===== src/rtl/pico_pkg.sv =====
// pico_pkg: shared pico core types.
// Holds the interrupt controller FSM states and its configuration register selects.
package pico_pkg;

  typedef enum logic [1:0] {
    INTC_IDLE,
    INTC_REQ,
    INTC_SERVICE
  } intc_state_t;

  localparam logic [1:0] CFG_SEL_MASK = 2'd0;
  localparam logic [1:0] CFG_SEL_MODE = 2'd1;
  localparam logic [1:0] CFG_SEL_POL  = 2'd2;

endpackage


===== src/rtl/pico_intc_if.sv =====
// pico_intc_if: configuration bus and core-side handshake of the interrupt controller.
// The master modport is the core side; the slave modport is pico_intc.
interface pico_intc_if #(
  parameter int N_IRQ = 4,
  parameter int VEC_W = 8
);
  logic             cfg_we_i;
  logic [1:0]       cfg_sel_i;
  logic [N_IRQ-1:0] cfg_data_i;
  logic             wfi_i;
  logic             irq_ack_i;
  logic             eoi_i;
  logic             irq_req_o;
  logic [VEC_W-1:0] irq_vec_o;
  logic             wake_o;
  logic [N_IRQ-1:0] pending_o;

  modport master (
    output cfg_we_i, cfg_sel_i, cfg_data_i, wfi_i, irq_ack_i, eoi_i,
    input  irq_req_o, irq_vec_o, wake_o, pending_o
  );

  modport slave (
    input  cfg_we_i, cfg_sel_i, cfg_data_i, wfi_i, irq_ack_i, eoi_i,
    output irq_req_o, irq_vec_o, wake_o, pending_o
  );
endinterface


===== src/rtl/pico_intc_chan.sv =====
// pico_intc_chan: one interrupt channel.
// Optional 2-flop synchroniser (PICO_INTC_SYNC_EN), polarity XOR, edge register, pending flop.
// Level mode shows the registered active level; edge mode latches rises until cleared.
module pico_intc_chan (
  input  logic clk_i,
  input  logic n_rst_i,
  input  logic irq,
  input  logic mode,
  input  logic pol,
  input  logic clr,
  output logic pending
);
  logic irq_s, act, act_q, pend_q;

`ifdef PICO_INTC_SYNC_EN
  logic [1:0] sync_q;

  // two-flop synchroniser for asynchronous sources
  always_ff @(posedge clk_i or negedge n_rst_i)
    if (!n_rst_i) sync_q <= '0;
    else          sync_q <= {sync_q[0], irq};

  assign irq_s = sync_q[1];
`else
  assign irq_s = irq;
`endif

  assign act = irq_s ^ pol;

  // edge register and edge pending flop; a rise wins over a same-cycle clear
  always_ff @(posedge clk_i or negedge n_rst_i)
    if (!n_rst_i) begin
      act_q  <= 1'b0;
      pend_q <= 1'b0;
    end else begin
      act_q  <= act;
      pend_q <= (pend_q & ~clr) | (act & ~act_q);
    end

  assign pending = mode ? act_q : pend_q;
endmodule


===== src/rtl/pico_intc.sv =====
// pico_intc: N_IRQ-channel interrupt controller with fixed-priority arbiter,
// req/ack/eoi handshake and WFI wake. Define PICO_INTC_SYNC_EN to synchronise irq_i.
module pico_intc
  import pico_pkg::*;
#(
  parameter int N_IRQ    = 4,
  parameter int VEC_W    = 8,
  parameter int VEC_BASE = 0
) (
  input  logic             clk_i,
  input  logic             n_rst_i,
  input  logic [N_IRQ-1:0] irq_i,
  pico_intc_if.slave       bus
);
  localparam int IDX_W = (N_IRQ > 1) ? $clog2(N_IRQ) : 1;

  typedef struct packed {
    logic [IDX_W-1:0] win;
    logic [VEC_W-1:0] vec;
  } req_t;

  logic [N_IRQ-1:0] mask_q, mode_q, pol_q, pend, clr, cand;
  intc_state_t      st_q, st_d;
  req_t             lat_q, lat_d, arb;

  // configuration registers; reserved select is dropped
  always_ff @(posedge clk_i or negedge n_rst_i)
    if (!n_rst_i) begin
      mask_q <= '0;
      mode_q <= '0;
      pol_q  <= '0;
    end else if (bus.cfg_we_i) begin
      case (bus.cfg_sel_i)
        CFG_SEL_MASK: mask_q <= bus.cfg_data_i;
        CFG_SEL_MODE: mode_q <= bus.cfg_data_i;
        CFG_SEL_POL:  pol_q  <= bus.cfg_data_i;
        default: ;
      endcase
    end

  for (genvar i = 0; i < N_IRQ; i++) begin : g_chan
    pico_intc_chan u_chan (
      .clk_i   (clk_i),
      .n_rst_i (n_rst_i),
      .irq     (irq_i[i]),
      .mode    (mode_q[i]),
      .pol     (pol_q[i]),
      .clr     (clr[i]),
      .pending (pend[i])
    );
  end

  assign cand = pend & mask_q;

  // fixed priority: lowest unmasked pending index wins
  always_comb begin
    arb.win = '0;
    for (int i = N_IRQ - 1; i >= 0; i--)
      if (cand[i]) arb.win = IDX_W'(i);
    arb.vec = VEC_W'(VEC_BASE) + VEC_W'(arb.win);
  end

  // handshake FSM; the latched request stays frozen until eoi
  always_comb begin
    st_d  = st_q;
    lat_d = lat_q;
    clr   = '0;
    case (st_q)
      INTC_IDLE:
        if (|cand) begin
          st_d  = INTC_REQ;
          lat_d = arb;
        end
      INTC_REQ:
        if (bus.irq_ack_i) begin
          st_d           = INTC_SERVICE;
          clr[lat_q.win] = ~mode_q[lat_q.win];
        end
      INTC_SERVICE:
        if (bus.eoi_i) st_d = INTC_IDLE;
      default: st_d = INTC_IDLE;
    endcase
  end

  // state and latched request registers
  always_ff @(posedge clk_i or negedge n_rst_i)
    if (!n_rst_i) begin
      st_q  <= INTC_IDLE;
      lat_q <= '0;
    end else begin
      st_q  <= st_d;
      lat_q <= lat_d;
    end

  assign bus.irq_req_o = (st_q == INTC_REQ);
  assign bus.irq_vec_o = (st_q == INTC_IDLE) ? '0 : lat_q.vec;
  assign bus.wake_o    = bus.wfi_i & (|cand);
  assign bus.pending_o = pend;
endmodule


===== src/flat_wrapper.sv =====
// flat-port wrapper written by rule: the top's interface ports become plain ports
module pico_intc_flat import pico_pkg::*;
#(
  parameter int N_IRQ    = 4,
  parameter int VEC_W    = 8,
  parameter int VEC_BASE = 0
)
  (clk_i, n_rst_i, irq_i, bus_cfg_we_i, bus_cfg_sel_i, bus_cfg_data_i, bus_wfi_i, bus_irq_ack_i, bus_eoi_i, bus_irq_req_o, bus_irq_vec_o, bus_wake_o, bus_pending_o);
  pico_intc_if #(.N_IRQ(N_IRQ), .VEC_W(VEC_W)) bus_i ();
  input  logic clk_i;
  input  logic n_rst_i;
  input  logic [N_IRQ-1:0] irq_i;
  input wire logic [$bits(bus_i.cfg_we_i)-1:0] bus_cfg_we_i;
  input wire logic [$bits(bus_i.cfg_sel_i)-1:0] bus_cfg_sel_i;
  input wire logic [$bits(bus_i.cfg_data_i)-1:0] bus_cfg_data_i;
  input wire logic [$bits(bus_i.wfi_i)-1:0] bus_wfi_i;
  input wire logic [$bits(bus_i.irq_ack_i)-1:0] bus_irq_ack_i;
  input wire logic [$bits(bus_i.eoi_i)-1:0] bus_eoi_i;
  output wire logic [$bits(bus_i.irq_req_o)-1:0] bus_irq_req_o;
  output wire logic [$bits(bus_i.irq_vec_o)-1:0] bus_irq_vec_o;
  output wire logic [$bits(bus_i.wake_o)-1:0] bus_wake_o;
  output wire logic [$bits(bus_i.pending_o)-1:0] bus_pending_o;
  assign bus_i.cfg_we_i = bus_cfg_we_i;
  assign bus_i.cfg_sel_i = bus_cfg_sel_i;
  assign bus_i.cfg_data_i = bus_cfg_data_i;
  assign bus_i.wfi_i = bus_wfi_i;
  assign bus_i.irq_ack_i = bus_irq_ack_i;
  assign bus_i.eoi_i = bus_eoi_i;
  assign bus_irq_req_o = bus_i.irq_req_o;
  assign bus_irq_vec_o = bus_i.irq_vec_o;
  assign bus_wake_o = bus_i.wake_o;
  assign bus_pending_o = bus_i.pending_o;
  pico_intc #(.N_IRQ(N_IRQ), .VEC_W(VEC_W), .VEC_BASE(VEC_BASE)) u_core (.clk_i(clk_i), .n_rst_i(n_rst_i), .irq_i(irq_i), .bus(bus_i));
endmodule

===== config.mk =====
export PLATFORM = sky130hd
export DESIGN_NAME = pico_intc_flat
export DESIGN_NICKNAME = d
export VERILOG_FILES = /design/src/rtl/pico_pkg.sv /design/src/rtl/pico_intc_if.sv /design/src/rtl/pico_intc_chan.sv /design/src/rtl/pico_intc.sv /design/src/flat_wrapper.sv
export SDC_FILE = /design/constraint.sdc
export NUM_CORES = 1
export LEC_CHECK = 0
export BUFFER_PORTS_ARGS = -buffer_cell sky130_fd_sc_hd__buf_2
export CAP_MARGIN = 20
export CORE_ASPECT_RATIO = 1.1
export CORE_UTILIZATION = 29
export CTS_CLUSTER_DIAMETER = 100
export DETAILED_ROUTE_END_ITERATION = 7
export GPL_TIMING_DRIVEN = 1
export PLACE_DENSITY = 0.46
export SYNTH_ARGS = -nofsm -noshare
export SYNTH_HDL_FRONTEND = slang
export SYNTH_SLANG_ARGS = --single-unit

===== constraint.sdc =====
create_clock -name clk_i -period 3.2 [get_ports clk_i]
set_input_delay 0.32 -clock clk_i [delete_from_list [all_inputs] [get_ports clk_i]]
set_output_delay 0.32 -clock clk_i [all_outputs]
set_load 0.05 [all_outputs]

# Word level (Yosys, flattened, before mapping)
# Cells that the tools add are included.
# classes
add_sub_neg	0
multipliers	0
n_div	0
n_lt_le_gt_ge	2
n_eq_ne	7
n_shift	0
muxes	19
bitwise_logic	28
reduce_logical	9
# ops
cell	count
two-way mux 2 bit	8
bitwise AND 1 bit	9
NOT 1 bit	9
bitwise AND 4 bit	2
two-way mux 4 bit	2
AND reduction 2 bit	4
two-way mux 1 bit	6
case mux 2 bit (3 select lines)	1
== test 2 x 1 -> 1 bit, second input constant	2
== test 2 bit, second input constant	2
logical NOT 2 bit	2
!= test 2 bit, second input constant	2
bitwise OR 1 bit	4
OR reduction 4 bit	1
bitwise XOR 1 bit	4
less-than comparator 2 x 3 -> 1 bit, second input constant	1
AND reduction 3 bit	1
binary-select mux 1 bit (select 2 bit)	1
demux 1 bit (select 2 bit)	1
>= comparator 2 x 1 -> 1 bit, second input constant	1
!= test 2 x 1 -> 1 bit, second input constant	1
logical AND 1 bit	1
# totals
register_bits	24
latch_bits	0
ram_bits	0
mem_bits_ro	0
inputBits	16
output_inout_bits	14
elab_cells	78
n_memories	0

# Logic depth before layout (Yosys ltp)
# depth
word_depth	10
mapped_depth	4
depth_no_buf	4

# Modules after synthesis
# A second synthesis with hierarchy kept.
# hier_totals
cells_unflattened	95
area_unflattened_um2	1116.1
# modules_own_cells
mod	instances	cells_per_inst	area_each_um2	seq_area_each_um2
pico_intc	1	63	780.7	400.4
pico_intc_chan	4	8	83.8	50.0

# Worst setup path after synthesis
# No wires, ideal clock.
# synth_timing
path_kind	reg2out
start	register u_core.mode_q[2]
end	output bus_wake_o
arrival_time_ns	1.299
t_required_ns	2.880
path_slack_ns	1.581
stages_incl_launch_ff	5
n_path_buf	0
path_cell_list	dfrtp_1 mux2_4 a22oi_4 nand3_2 and2_1
# synth_via
elab_chain_len	4
# synth_rtl
element	line	text
from (decl)	pico_intc.sv:22	logic [N_IRQ-1:0] mask_q, mode_q, pol_q, pend, clr, cand;
from (signal assigned)	pico_intc.sv:35	CFG_SEL_MODE: mode_q <= bus.cfg_data_i;
two-way mux 1 bit	pico_intc_chan.sv:40	assign pending = mode ? act_q : pend_q;
named net u_core.g_chan[2].u_chan.pending	pico_intc_chan.sv:11	output logic pending
bitwise AND 4 bit	pico_intc.sv:53	assign cand = pend & mask_q;
OR reduction 4 bit	pico_intc.sv:97	assign bus.wake_o = bus.wfi_i & (|cand);
bitwise AND 1 bit	pico_intc.sv:97	
to (decl)	flat_wrapper.sv:21	output wire logic [$bits(bus_i.wake_o)-1:0] bus_wake_o;
# The timed path passes the listed nets, and every way through them passes these cells.

# Worst setup path after layout
# layout_timing
start	register u_core.mode_q[2]
end	output bus_wake_o
# layout_via
elab_chain_len	4
# layout_rtl
element	line
two-way mux 1 bit	pico_intc_chan.sv:40
bitwise AND 4 bit	pico_intc.sv:53
OR reduction 4 bit	pico_intc.sv:97
bitwise AND 1 bit	pico_intc.sv:97
# Every way passes these cells.

==> run_results.csv <==
group,metric,value,unit
final_layout,layout-drive-gt1-share,0.409,
job,drv_cap,0,
sta,min_period_over_period,0.622,
worst_setup_path,critPathLaunchType,"flop",
sta,fin_crit,1.99,ns
worst_setup_path,critical-path-slowest-cell,"sky130_fd_sc_hd__dfrtp_1",
clocking,worst_setup_hold_path_clk_slew,0.08,ns
worst_setup_path,timing.critical_path.slowest_cell_delay,0.41,ns
place,globalplace.congestion,0.755,
power,power-per-cell-area,863,mW/mm^2
power,worst_ir_drop_vdd,0.182,mV
routing,detailed_route_vias_per_instance,4.47,
place,dp_hpwl,1.67,mm
yosys,syn_inst,93,
final_layout,post_synthesis_to_final_layout_area_growth,15.3,%
yosys,syn-cell-area,0.00115,sq mm
clocking,clkSinkCount,24,
hold_path,hold_class,"in -> async",
floorplan,num_io_pins,30,
clocking,clock-root-buffer,"sky130_fd_sc_hd__clkbuf_8",
sta,setup_tns,0,ns
clocking,ctsHtreeMaxLevel,1,
routing,final_antenna_net_count,0,
yosys,synth_area_leader_cell,"sky130_fd_sc_hd__dfrtp_1",
floorplan,rows,23,
yosys,synth_edf_count,0,
worst_setup_path,reg2regPathDepth,4,
sta,report.final.slew_viol_count,0,
worst_setup_path,timing.rr.end,"u_core.st_q[0]$_DFFE_PN0P_",
global_route,track_usage,0.119,
worst_setup_path,count_of_buffering_cells_on_the_critical_path_with_inverters_included,1,
sta,number_of_endpoints_failing_setup_at_the_final_stage,0,
worst_setup_path,cp-end-kind,"output pin",
clocking,postCtsResizedCells,0,
routing,via_count,737,
yosys,yosys-top-cells-count,"24 x sky130_fd_sc_hd__dfrtp_1, 15 x sky130_fd_sc_hd__mux2_2, 10 x sky130_fd_sc_hd__buf_4",
worst_setup_path,worst-endpoint-arrival,1.67,ns
final_layout,multi_input_comb_area,487,sq um
yosys,seq_area_frac_synth,0.522,
final_layout,design.final.nets,132,
global_route,antenna_found_initial,0,
clocking,cts-hold-fix-buffers,0,
yosys,synth_top_flop_cell,"sky130_fd_sc_hd__dfrtp_1",
floorplan,coreArea,0.00371,sq mm
run_status,run_status,"completed",
power,power.leakage,0.000595,uW
yosys,post_synth.cell_area_avg,12.4,sq um
clocking,post-cts-setup-buffers,0,
sta,timing_worst_slew_pin_value,0.552,ns
worst_setup_path,critPathMaxFanout,3,
sta,setup_repair_after_global_routing_missed_its_margin,"false",
place,place_area,0.00127,sq mm
global_route,vias_in_the_first_global_route,754,
routing,drc,0,
routing,routed_wirelength,2.09,mm
clocking,cts_max_path_buffers,2,
yosys,yosys.area_share.adder,0,
worst_setup_path,crit_path_cell_trace,"mux2_4 -> a22oi_4 -> nand3_2 -> and2_1 -> buf_2",
worst_setup_path,critical_path.reg2reg.startpoint,"u_core.mode_q[2]$_DFFE_PN0P_",
final_layout,regArea,601,sq um
yosys,synth_top_area_frac,0.522,
clocking,cts_inserted_buffers,3,
clocking,clkLatencyLatePin,0.26,ns
yosys,ys_ff_latch,24,
sta,fmaxAchievable,0.502,GHz
floorplan,die_area,0.00423,sq mm
yosys,post_synthesis_share_of_cell_area_spent_on_and_or_nand_and_nor_gates,0.124,
sta,worst_slew_margin_rel,0.632,
sta,clock_skew,0.00132,ns
routing,drt_initial_violations,56,
yosys,dominant_combinational_cell_family_by_area_after_synthesis,"multiplexers",
floorplan,starting_density_of_the_core,0.310,
floorplan,floorplan.die.width,62.1,microns
global_route,grt_first_pass_wirelength,3.57,mm
sta,finalHoldViolCount,0,
routing,detail_route.first_pass.iterations,4,
yosys,synth_compound_gate_area_share,0.0891,
yosys,synthXorXnorAreaFrac,0.0304,
worst_setup_path,rrSetupSlack,1.84,ns
yosys,yosys.cell_count.top_type,"sky130_fd_sc_hd__dfrtp_1",
worst_setup_path,type_of_the_setup_path_with_the_least_slack,"reg -> out",
final_layout,finalInstanceArea,0.00133,sq mm
global_route,grt_remaining_overflow,0,
yosys,synth_mux_area_frac,0.160,
worst_setup_path,worstPathRequired,2.88,ns
global_route,pin_count_of_the_biggest_net_entering_global_routing,25,
yosys,synth.yosys.warnings,0,
place,portBuffers,23,
yosys,ys_types,27,
worst_setup_path,cp_top_family,"flip-flops",
final_layout,layout.filler_cells,395,
yosys,synth_area_leaders,"sky130_fd_sc_hd__dfrtp_1 52%, sky130_fd_sc_hd__mux2_2 15%, sky130_fd_sc_hd__buf_4 6.5%",
clocking,cts_tree,"yes",
floorplan,die_height,68.1,microns
final_layout,antenna_cells_inserted,0,
routing,detail_routed_net_length_per_standard_cell,12.7,microns
yosys,async_reset_ff_frac,1.00,
-- power breakdown --
part,total (uW),leakage (uW),switching [uW],internal [uW]
combinational,484,0.000292,316,168
clock,208,0.0000288,97.7,110
sequential,454,0.000274,66.9,387
-- registers in the layout, indices dropped and copies added, names as in the netlist --
register	flops
u_core.g_chan.u_chan.act_q	4
u_core.g_chan.u_chan.pend_q	4
u_core.mask_q	4
u_core.mode_q	4
u_core.pol_q	4
u_core.lat_q	2
u_core.st_q	2
-- final cells by class --
class                           instances  share of cell area
Clock buffer                            4              0.0415
Inverter                                2             0.00566
Multi-Input combinational cell         62               0.367
Sequential cell                        24               0.452
Tap cell                               50              0.0471
Timing Repair Buffer                   23              0.0867
-- kinds of logic (layout without fill, tap and decap cells) --
kind of cell    Yosys count  in the layout
compound gates           11             11
other cells               1              6
xor+xnor                  4              4
mux                      16             16
buf+inv                  12             29
simple gates             25             25
flops                    24             24
-- how the worst max path moves through the flow --
stage,cells after the start,from,endpoint,slack [ns]
2_1_floorplan,4,u_core.mode_q[2]$_DFFE_PN0P_,bus_wake_o,1.58
3_3_place_gp,5,u_core.mode_q[2]$_DFFE_PN0P_,bus_wake_o,1.53
3_5_place_dp,5,u_core.mode_q[2]$_DFFE_PN0P_,bus_wake_o,1.50
4_1_cts,5,u_core.mode_q[2]$_DFFE_PN0P_,bus_wake_o,1.20
5_1_grt,5,u_core.mode_q[2]$_DFFE_PN0P_,bus_wake_o,1.12
6_report,5,u_core.mode_q[2]$_DFFE_PN0P_,bus_wake_o,1.21
-- metal layers --
layer / up-vias / part of all wire / track usage
li1: 351 / - / -
met1: 361 / 0.50 / 0.164
met2: 23 / 0.45 / 0.181
met3: 2 / 0.046 / 0.0227
met4: 0 / 0.0076 / 0.0500
met5: - / 0 / 0
-- cell usage in the layout, fill, tap and decap left out, types with 2 or more instances in the layout --
master	count
sky130_fd_sc_hd__dfrtp_1	24
sky130_fd_sc_hd__buf_2	23
sky130_fd_sc_hd__xor2_1	4
sky130_fd_sc_hd__nand2b_1	5
sky130_fd_sc_hd__nand2_1	8
sky130_fd_sc_hd__clkbuf_8	4
sky130_fd_sc_hd__nor2_1	2
sky130_fd_sc_hd__a2bb2oi_1	2
sky130_fd_sc_hd__o41ai_1	2
sky130_fd_sc_hd__conb_1	6
sky130_fd_sc_hd__mux2_2	15
sky130_fd_sc_hd__o31ai_1	2
sky130_fd_sc_hd__inv_1	2
sky130_fd_sc_hd__nand3b_1	2
-- per-stage QoR --
step | hold slack [ns] | utilization | total power (uW) | cells | setup slack, ns
after floorplan | 0.0244 | - | 867 | 98 | 1.58
after CTS | 0.0543 | 0.358 | 1160 | 165 | 1.20
after global routing | 0.0718 | 0.358 | 1230 | 165 | 1.12
final | 0.0332 | 0.358 | 1150 | 165 | 1.21
after detailed placement | 0.348 | 0.343 | 955 | 161 | 1.50
after global placement | 0.342 | 0.343 | 947 | 161 | 1.53
Note: power is estimated with default switching activity, not from simulation.
